## config.mk

```make
export PLATFORM = sky130hd
export DESIGN_NAME = mux_scan_sequencer
export DESIGN_NICKNAME = d
export VERILOG_FILES = /design/src/rtl/mux_scan_sequencer.sv
export SDC_FILE = /design/constraint.sdc
export NUM_CORES = 1
export LEC_CHECK = 0
export ABC_AREA = 1
export BUFFER_PORTS_ARGS = -buffer_cell sky130_fd_sc_hd__buf_2
export CORE_MARGIN = 2
export CORE_UTILIZATION = 49
export DETAILED_ROUTE_END_ITERATION = 10
export PLACE_DENSITY = 0.76
export RECOVER_POWER = 25
export REMOVE_ABC_BUFFERS = 1
export SLEW_MARGIN = 20
export SYNTH_ARGS = -nofsm -noshare
export SYNTH_HDL_FRONTEND = slang
export SYNTH_SLANG_ARGS = --single-unit
```

## constraint.sdc

```tcl
create_clock -name clk -period 1.8 [get_ports clk]
set_input_delay 0.09 -clock clk [delete_from_list [all_inputs] [get_ports clk]]
set_output_delay 0.09 -clock clk [all_outputs]
set_load 0.02 [all_outputs]
```

## src/rtl/mux_scan_sequencer.sv

```systemverilog
// mux_scan_sequencer
//   Time-division sampler wrapped around a 4:1 mux. Drives the mux selects
//   (s1,s0) round-robin over the channels enabled in ch_mask. It holds each
//   select for a dwell of 'dwell' cycles, where 0 counts as 1. At the last
//   cycle of each dwell it captures the mux output y_in. One 4-bit frame is
//   assembled per scan of the enabled channels.
//
// Ports
//   clk          system clock, rising edge
//   rst_n        asynchronous active-low reset
//   en           scan enable (level)
//   ch_mask[3:0] channel enable mask, bit k enables mux input ik
//   dwell        cycles each select is held (0 behaves as 1)
//   y_in         mux output y
//   s0, s1       mux select LSB / MSB
//   sample_valid one-cycle pulse, a channel sample was captured
//   sample_ch    channel index of the last capture
//   sample_bit   value of the last capture
//   frame[3:0]   assembled frame, bit k = last sample of channel k
//   frame_valid  one-cycle pulse, frame complete (coincides with sample_valid)
//   busy         high while scanning (state DWELL)
//
// Output protocol: sample_valid and frame_valid are unconditional one-cycle
// pulses with no back-pressure. sample_ch, sample_bit and frame are valid
// whenever a pulse is high, and they hold their values between pulses.
// With a dwell of 1, sample_valid stays high on consecutive cycles, one
// capture per cycle.
module mux_scan_sequencer #(
  parameter int DWELL_W = 4
) (
  input  logic               clk,
  input  logic               rst_n,
  input  logic               en,
  input  logic [3:0]         ch_mask,
  input  logic [DWELL_W-1:0] dwell,
  input  logic               y_in,
  output logic               s0,
  output logic               s1,
  output logic               sample_valid,
  output logic [1:0]         sample_ch,
  output logic               sample_bit,
  output logic [3:0]         frame,
  output logic               frame_valid,
  output logic               busy
);

  typedef enum logic {IDLE = 1'b0, DWELL = 1'b1} state_t;

  localparam logic [DWELL_W-1:0] DWELL_ONE = DWELL_W'(1);

  state_t             state, state_d;
  logic [3:0]         mask_q, mask_d;
  logic [DWELL_W-1:0] dwell_q, dwell_d;
  logic [DWELL_W-1:0] cnt, cnt_d;
  logic [1:0]         ch, ch_d;
  logic               sample_valid_d, sample_bit_d, frame_valid_d;
  logic [1:0]         sample_ch_d;
  logic [3:0]         frame_d, frame_tmp;
  logic [DWELL_W-1:0] dwell_eff;

  // Lowest set bit of a non-zero mask.
  function automatic logic [1:0] lowest_bit(input logic [3:0] m);
    lowest_bit = 2'd0;
    for (int i = 3; i >= 0; i--) begin
      if (m[i]) lowest_bit = 2'(i);
    end
  endfunction

  // True if the mask has any set bit above channel c.
  function automatic logic has_above(input logic [3:0] m, input logic [1:0] c);
    has_above = 1'b0;
    for (int i = 0; i < 4; i++) begin
      if (m[i] && (i > int'(c))) has_above = 1'b1;
    end
  endfunction

  // Next set bit above c. It wraps to the lowest set bit.
  function automatic logic [1:0] next_bit(input logic [3:0] m, input logic [1:0] c);
    next_bit = lowest_bit(m);
    for (int i = 3; i >= 0; i--) begin
      if (m[i] && (i > int'(c))) next_bit = 2'(i);
    end
  endfunction

  assign dwell_eff = (dwell == '0) ? DWELL_ONE : dwell;

  // The select register is the channel register. It is forced to 0 whenever
  // the FSM sits in IDLE, so s1/s0 read 00 outside a scan.
  assign s1   = ch[1];
  assign s0   = ch[0];
  assign busy = (state == DWELL);

  always_comb begin
    state_d        = state;
    mask_d         = mask_q;
    dwell_d        = dwell_q;
    cnt_d          = cnt;
    ch_d           = ch;
    sample_valid_d = 1'b0;
    frame_valid_d  = 1'b0;
    sample_ch_d    = sample_ch;
    sample_bit_d   = sample_bit;
    frame_tmp      = frame;
    frame_d        = frame;

    unique case (state)
      IDLE: begin
        if (en && (ch_mask != 4'b0000)) begin
          mask_d  = ch_mask;
          dwell_d = dwell_eff;
          ch_d    = lowest_bit(ch_mask);
          cnt_d   = '0;
          state_d = DWELL;
        end
      end
      DWELL: begin
        if (!en) begin
          // Abort beats capture. The partial frame is dropped and frame
          // keeps its last complete value.
          state_d = IDLE;
          ch_d    = 2'd0;
          cnt_d   = '0;
        end else if (cnt == (dwell_q - DWELL_ONE)) begin
          sample_bit_d   = y_in;
          sample_ch_d    = ch;
          sample_valid_d = 1'b1;
          cnt_d          = '0;
          frame_tmp[ch]  = y_in;
          if (!has_above(mask_q, ch)) begin
            // Frame completion: clear disabled channels, then take the new
            // mask and dwell for the next frame.
            frame_valid_d = 1'b1;
            frame_tmp     = frame_tmp & mask_q;
            mask_d        = ch_mask;
            dwell_d       = dwell_eff;
            if (ch_mask == 4'b0000) begin
              state_d = IDLE;
              ch_d    = 2'd0;
            end else begin
              ch_d = lowest_bit(ch_mask);
            end
          end else begin
            ch_d = next_bit(mask_q, ch);
          end
          frame_d = frame_tmp;
        end else begin
          cnt_d = cnt + DWELL_ONE;
        end
      end
      default: state_d = IDLE;
    endcase
  end

  always_ff @(posedge clk or negedge rst_n) begin
    if (!rst_n) begin
      state        <= IDLE;
      mask_q       <= 4'b0000;
      dwell_q      <= DWELL_ONE;
      cnt          <= '0;
      ch           <= 2'd0;
      sample_valid <= 1'b0;
      sample_ch    <= 2'd0;
      sample_bit   <= 1'b0;
      frame        <= 4'b0000;
      frame_valid  <= 1'b0;
    end else begin
      state        <= state_d;
      mask_q       <= mask_d;
      dwell_q      <= dwell_d;
      cnt          <= cnt_d;
      ch           <= ch_d;
      sample_valid <= sample_valid_d;
      sample_ch    <= sample_ch_d;
      sample_bit   <= sample_bit_d;
      frame        <= frame_d;
      frame_valid  <= frame_valid_d;
    end
  end

endmodule
```

Word level (Yosys, flattened, before mapping)
Cells that the tools add are included.

storage, ports and cells
  input port bits = 12
  word-level logic and storage cells = 91
  bits in registers = 24
  output and inout port bits = 12

operators by class
  order comparisons = 5
  eq/ne operators = 6
  bitwise logic cells = 2
  reduce and logical (&&, ||, !) cells = 11
  muxes and demuxes = 55
  $add $sub $neg = 2

operators by type and width
  cell                 number
  $mux 4               13
  $mux 2               16
  $pmux 4 s2           3
  $mux 1               19
  $logic_not 4->1      2
  $ne 2x2->1 const B   3
  $logic_and 1x1->1    5
  $add 4x1->4 const B  1
  $and 4x4->4          1
  $bwmux 4             1
  $eq 4x4->1           1
  $gt 2x2->1 const A   2
  $pmux 2 s2           1
  $reduce_and 4->1     1
  $reduce_bool 4->1    1
  $sub 4x1->4 const B  1
  $lt 2x3->1 const B   1
  $ne 3x2->1 const B   1
  $reduce_and 3->1     1
  $demux 1 s2          1
  $ge 2x1->1 const B   1
  $gt 1x2->1 const A   1
  $ne 2x1->1 const B   1
  $pmux 1 s2           1
  other kinds (2)      2

Logic depth before layout (Yosys ltp)
Gate-level depths: netlist (run 1).

  word-level depth = 12
  depth in mapped cells = 13

Least setup slack after synthesis (run 1)
No wires, ideal clock.

  path type = flip-flop to flip-flop
  start = register dwell_q[0]
  end = register frame[3]
  setup slack = 0.042 ns
  path buffers = 1
  clock period less this slack = 1.758 ns
  stages on the path, launching flop included = 9
  data required time = 1.676 ns
  arrival = 1.635 ns
  path through = dfstp_2 -> inv_1 -> ha_1 -> or2_2 -> nand3_1 -> nor2_4 -> nand3_2 -> buf_2 -> o21ai_1

on the way
  word-level cells in the longest chain between the ends = 3

RTL lines
  what                        line  source
  start, declared             53    logic [DWELL_W-1:0] dwell_q, dwell_d;
  start signal, assigned      169   dwell_q <= dwell_d;
  $sub 4x1->4                 123   end else if (cnt == (dwell_q - DWELL_ONE)) begin
  $eq 4x4->1                  123
  $reduce_and 3->1 (no line)  -
  end signal, assigned        175   frame <= frame_d;
  end, declared               42    output logic [3:0] frame,

No other way between the ends.
A chain may end at the register's enable or synchronous reset.

Worst setup path after layout (run 1)
  start = register dwell_q[0]
  end = register mask_q[2]

on the way
  word-level cells in the longest chain between the ends = 4

RTL lines
  what                        line  source
  $sub 4x1->4                 123
  $eq 4x4->1                  123
  $ne 2x1->1 (no line)        -
  $reduce_and 4->1 (no line)  -
  end signal, assigned        168   mask_q <= mask_d;
  end, declared               52    logic [3:0] mask_q, mask_d;

No other way between the ends.

==> flow_metrics.py, run 1 <==
metrics = {
    "yosys": {
        "synth.most_common_cell": "nand2_1",
        "postSynthCellCount": 173,
        "seq_area_frac_synth": 0.4542,
        "synth.area.top_cells": "dfrtp_1, nand2_1, inv_1",
        "ys.flop_type": "dfrtp_1",
        "synth-seq-cells": 24,
        "yosys_warnings": 0,
        "yosysUniqueCellTypes": 23,
        "syn_area_um2": 1325,
        "synth_top_area_share": 0.4344,
        "synthArstFlopShare": 1.000,
        "yosys.area.top_type": "dfrtp_1",
        "synthTopCellsByCount": "nand2_1, dfrtp_1, inv_1",
        "syn_area_per_cell_um2": 7.659,
        "synth-edff-count": 0,
    },
    "worst_setup_path": {
        "path_class": "reg -> reg",
        "cp_cell_sequence": "inv_2 -> ha_4 -> or2_4 -> nand3_4 -> nor2_4 -> nand4_4 -> nand2_4 -> nand2_1 -> nand2_1",
        "critical_path.endpoint_type": "flop",
        "cp.required_ns": 2.07,
        "crit_path_start_kind": "flop",
        "crit_arrival_ns": 2.06,
        "cp_slowest_cell": "dfstp_2",
        "crit_path_max_fanout": 8,
        "max_stage_delay_ns": 0.56,
        "cp_common_cell": "nand2_1",
    },
    "timing": {
        "finalHoldViolCount": 0,
        "finalCritPeriodShare": 0.9937,
        "tightest_slew_ns": 1.277,
        "max_slew_margin": 0.1489,
        "setup_viol": 0,
        "hold_slack_ns": 0.05734,
        "period_needed_ns": 1.789,
        "rsz0062_at_grt": "true",
        "skew_ns": 0.003764,
        "fmax_mhz": 559.1,
        "slew_violations": 0,
    },
    "cts": {
        "htreeDepth": 1,
        "cts-buffers-inserted": 3,
        "cts.clk_slew.worst_paths_ns": 0.13,
        "clk_path_buf_depth": 2,
        "tritoncts": "done",
        "worstSkewPairLatency_ns": 0.32,
        "clock_sinks": 24,
        "root_buffer": "clkbuf_4",
    },
    "drt": {
        "firstDrtPassIters": 4,
        "wl_um": 3068,
        "ant_nets": 0,
        "drc": 0,
        "via_count": 1290,
        "drtIter0Drc": 59,
        "vias_per_cell": 5.309,
        "wl_per_cell_um": 12.63,
    },
    "die": {
        "die_area_um2": 3136,
        "core_um2": 2522,
        "die_w_um": 56,
        "initial_core_util": 0.5253,
        "io_pins": 24,
        "die_height_um": 56,
        "rows": 18,
    },
    "job": {
        "cap_viol_max_count": 0,
    },
    "grt": {
        "grt_first_pass_wirelength_um": 4947,
        "grt_max_degree": 25,
        "grt_use_total": 0.1971,
        "overflow": 0,
        "antenna_found_initial": 0,
        "grt_pass1_vias": 1177,
    },
    "placement": {
        "gp_congestion": 0.8457,
        "hpwlAfterDp_um": 2010,
        "port_buffers": 23,
    },
    "layout": {
        "antenna_cells": 0,
        "fillers": 201,
        "layout.nets": 228,
        "syn_to_final_growth_pct": 29.65,
        "drive_gt1_frac": 0.2817,
    },
    "power": {
        "ir_drop_uv": 1057,
        "p_leak_nw": 0.9006,
        "p_total_w": 0.002633,
        "power_density_nw_per_um2": 1533,
    },
    "run_status": {
        "outcome": "complete, no violations",
    },
    "hold_path": {
        "hp-class": "in -> reg",
    },
}
## kinds of logic (layout without fill, tap and decap cells)
kind of cell / Yosys count / after routing / synth area share
and+or+nand+nor: 95 / 96 / 0.3390
AOI/OAI and AO/OA: 26 / 26 / 0.1058
DFF: 24 / 24 / 0.4542
buffers and inverters: 24 / 63 / 0.06893
adders and majority gates: 2 / 2 / 0.01888
xor gates and xnor gates: 2 / 2 / 0.01322
## what timing repair did
action / 4_1_cts / 5_1_grt
gates cloned: 1 / 0
buffers inserted: 1 / 2
gates resized for setup: 4 / 13
pin swaps: 1 / 6
endpoints found under the hold margin: 30 / 0
setup endpoints to repair: 14 / 23
hold buffers: 8 / 0
## metal layers
layer  vias to the layer above  routed length (um)  GRT usage
li1                        640                   -          -
met1                       592                1306     0.2382
met2                        48                1513     0.3479
met3                        10                 154    0.02326
met4                         0                  94    0.08844
met5                         -                   0          0
## through the flow
step | setup slack [ns] | cells | util | setup TNS (ns) | area (um2)
finish | 0.01125 | 243 | 0.6811 | 0 | 1718
global route | -0.05871 | 243 | 0.6811 | -0.7424 | 1718
CTS | 0.002513 | 241 | 0.6548 | 0 | 1652
detailed placement | -0.04290 | 227 | 0.5947 | -0.1060 | 1500
global placement | 0.01647 | 227 | 0.5947 | 0 | 1500
floorplan | 0.02499 | 172 | - | 0 | 1320
## final timing paths
check / startpoint / end / slack, ns / cells after the start
setup / recovery: dwell_q[0] / mask_q[2] / 0.01 / 9
hold / removal: dwell[0] / dwell_q[0] / 0.06 / 4
setup reg to reg: dwell_q[0] / mask_q[2] / 0.01 / 9
hold reg to reg: sample_ch[1] / sample_ch[1] / 0.52 / 2
max in group asynchronous: rst_n / dwell_q[1] / 0.50 / 2
min in group asynchronous: rst_n / frame[2] / 0.55 / 2
## layout make-up
cell class	count	area (um2)	area share
clock buffer	4	36.28	0.02112
inverter	23	86.33	0.05025
multi-input combinational	126	711.9	0.4144
sequential	24	601.8	0.3503
tap	30	37.54	0.02185
timing repair buffer	36	244.0	0.1420
## critical path, delay by kind of cell (launching register included)
family / cells / cell delay (ns)
fa+ha+maj: 1 / 0.27
flops: 1 / 0.56
buf+inv: 1 / 0.06
simple gates: 7 / 0.86
## report_power, final
group | internal, W | switching (W)
combinational | 0.000536 | 0.000886
clock | 0.000124 | 0.000167
sequential | 0.000735 | 0.000186
total | 0.00139 | 0.00124
## flip-flops by register name (all words and copies together) (netlist names)
signal / flops
ch: 2
sample_ch: 2
mask_q: 4
frame: 4
busy: 1
sample_valid: 1
cnt: 4
dwell_q: 4
sample_bit: 1
frame_valid: 1
## cells in the final DEF (no fill, tap or decap), types with 2 or more instances in the layout
master / instances
buf_4: 4
inv_2: 2
nor2_4: 2
nand2_2: 11
o21ai_0: 8
buf_2: 22
nor2_1: 4
o21ai_2: 2
nor3_1: 2
xor2_1: 2
o21ai_1: 4
o31ai_1: 3
dlygate4sd3_1: 8
nand2_1: 52
nand2_4: 2
clkbuf_4: 3
dfrtp_1: 23
nand3_4: 2
nand3_1: 15
a21oi_1: 8
inv_1: 21
Power figures use the tool's default switching activity.
==> run 2, diff against run 1 <==
CORE_UTILIZATION = 50   (was 49)
PLACE_DENSITY = 0.75   (was 0.76)
clock period = 1.7 ns   (was 1.8 ns; I/O delays follow)
==> run 2 against run 1 <==
Effect of this change: the run now ends with negative setup slack left; via count grew 1.1%; sequential power grew 5.6%; die area shrank 1.8%; clock power grew 4%; flip-flop and latch count is the same; worst setup slack lost 0.083 ns; utilization grew 3.7 points; routed wire length grew 2.5%; clock skew grew 0.0012 ns; sequential share of layout area shrank 1.5 points; total power grew 10%; fmax grew 0.95%; critical path type unchanged; largest power group unchanged.
==> flow_metrics.py, run 2 (same netlist as run 1, synthesis figures left out) <==
metrics = {
    "run_status": {
        "outcome": "complete, but fails checks",
        "violations": "negative setup slack",
    },
    "worst_setup_path": {
        "crit_path_max_fanout": 6,
        "reg2regPathDepth": 9,
        "cp_cell_sequence": "inv_2 -> ha_4 -> or2_4 -> nand3_4 -> nor2_4 -> nand3_4 -> buf_6 -> nand2_1 -> o21ai_1",
        "cp_slowest_cell": "dfstp_2",
        "cp.required_ns": 1.92,
        "max_stage_delay_ns": 0.56,
        "crit_arrival_ns": 1.99,
        "crit_path_start_kind": "flop",
        "path_class": "reg -> reg",
        "cp_common_cell": "nand3_4",
        "critical_path.endpoint_type": "flop",
    },
    "die": {
        "die_height_um": 55.48,
        "die_area_um2": 3078,
        "die_w_um": 55.48,
        "io_pins": 24,
        "initial_core_util": 0.5300,
        "rows": 18,
        "core_um2": 2500,
    },
    "job": {
        "cap_viol_max_count": 0,
    },
    "timing": {
        "finalCritPeriodShare": 1.042,
        "max_slew_margin": 0.1184,
        "setup_viol": 18,
        "fin_setup_tns_ns": -0.9206,
        "hold_slack_ns": 0.05636,
        "fmax_mhz": 564.4,
        "skew_ns": 0.004969,
        "setup_ws_ns": -0.07185,
        "period_needed_ns": 1.772,
        "rsz0062_at_grt": "true",
        "finalHoldViolCount": 0,
        "tightest_slew_ns": 1.322,
        "slew_violations": 0,
    },
    "drt": {
        "vias_per_cell": 5.258,
        "drc": 0,
        "wl_um": 3145,
        "wl_per_cell_um": 12.68,
        "firstDrtPassIters": 4,
        "via_count": 1304,
        "ant_nets": 0,
        "drtIter0Drc": 41,
    },
    "grt": {
        "grt_first_pass_wirelength_um": 5326,
        "grt_use_total": 0.2121,
        "antenna_found_initial": 0,
        "grt_pass1_vias": 1281,
        "overflow": 0,
        "grt_max_degree": 25,
    },
    "layout": {
        "final_area_um2": 1795,
        "syn_to_final_growth_pct": 35.51,
        "final_common_cell": "nand2_1",
        "layout.nets": 233,
        "drive_gt1_frac": 0.3257,
        "final_cell_mix": "nand2_1, dfrtp_1, buf_2",
        "final_util": 0.7182,
        "antenna_cells": 0,
    },
    "hold_path": {
        "hold_depth": 4,
        "hp-class": "in -> reg",
    },
    "cts": {
        "root_buffer": "clkbuf_4",
        "tritoncts": "done",
        "clk_path_buf_depth": 2,
        "cts.clk_slew.worst_paths_ns": 0.13,
        "clock_sinks": 24,
        "worstSkewPairLatency_ns": 0.31,
        "cts-buffers-inserted": 3,
        "htreeDepth": 1,
    },
    "placement": {
        "port_buffers": 23,
        "hpwlAfterDp_um": 2082,
        "gp_congestion": 0.8134,
        "placed_cell_area_um2": 1518,
    },
    "power": {
        "power_density_nw_per_um2": 1619,
        "ir_drop_uv": 1046,
        "p_leak_nw": 0.9223,
    },
}
-- run 2: cell types whose count changed in the layout (fill, tap and decap cells not counted), sizes merged --
cell | before | now
nand3 | 18 | 19
buf | 27 | 31
-- run 2: layout make-up --
cell class / count / area [um2]
tap: 30 / 37.54
inverter: 23 / 86.33
clock buffer: 4 / 36.28
sequential: 24 / 601.8
timing repair buffer: 40 / 280.3
fill: 186 / 704.4
multi-input combinational: 127 / 753.2
-- run 2: worst paths after layout --
kind | from | endpoint | slack (ns)
worst max-delay path | dwell_q[0] | sample_ch[0] | -0.07
worst max register to register | dwell_q[0] | sample_ch[0] | -0.07
min in group asynchronous | rst_n | frame[2] | 0.57
max in group asynchronous | rst_n | dwell_q[3] | 0.35
worst min-delay path | dwell[0] | dwell_q[0] | 0.06
worst min register to register | sample_ch[0] | sample_ch[0] | 0.50
-- run 2: power by group --
group	switching [W]	internal, W	leakage (nW)	total [W]
combinational	0.00101	0.000627	0.593	0.00163
sequential	0.000195	0.000778	0.308	0.000973
clock	0.000171	0.000131	0.0210	0.000302
total	0.00137	0.00154	0.922	0.00291
-- run 2: worst max-delay path: cells and delay by family, from the launching register on --
kind | cells | cell delay, ns
compound gates | 1 | 0.05
fa+ha+maj | 1 | 0.26
buf+inv | 2 | 0.21
flops | 1 | 0.56
simple gates | 5 | 0.60
-- run 2: stage by stage --
stage | setup slack (ns) | instances | power (W)
after floorplan | -0.07501 | 172 | 0.001864
after global placement | -0.1140 | 231 | 0.002169
after detailed placement | -0.2009 | 231 | 0.002224
after CTS | -0.07134 | 246 | 0.002775
after global routing | -0.1926 | 248 | 0.003140
final | -0.07185 | 248 | 0.002908
-- run 2: routing by layer --
layer | vias up | share of wire | global-route usage
li1 | 652 | - | -
met2 | 40 | 0.50 | 0.3878
met4 | 0 | 0.013 | 0.05575
met5 | - | 0 | 0
met1 | 604 | 0.43 | 0.2481
met3 | 8 | 0.056 | 0.04684
-- run 2: what timing repair did --
item,CTS,global route
buffers inserted,1,2
endpoints found under the setup margin,23,23
pin swaps,7,2
hold buffers,8,0
gates resized for setup,15,17
endpoints found under the hold margin,30,0
gates cloned,2,0
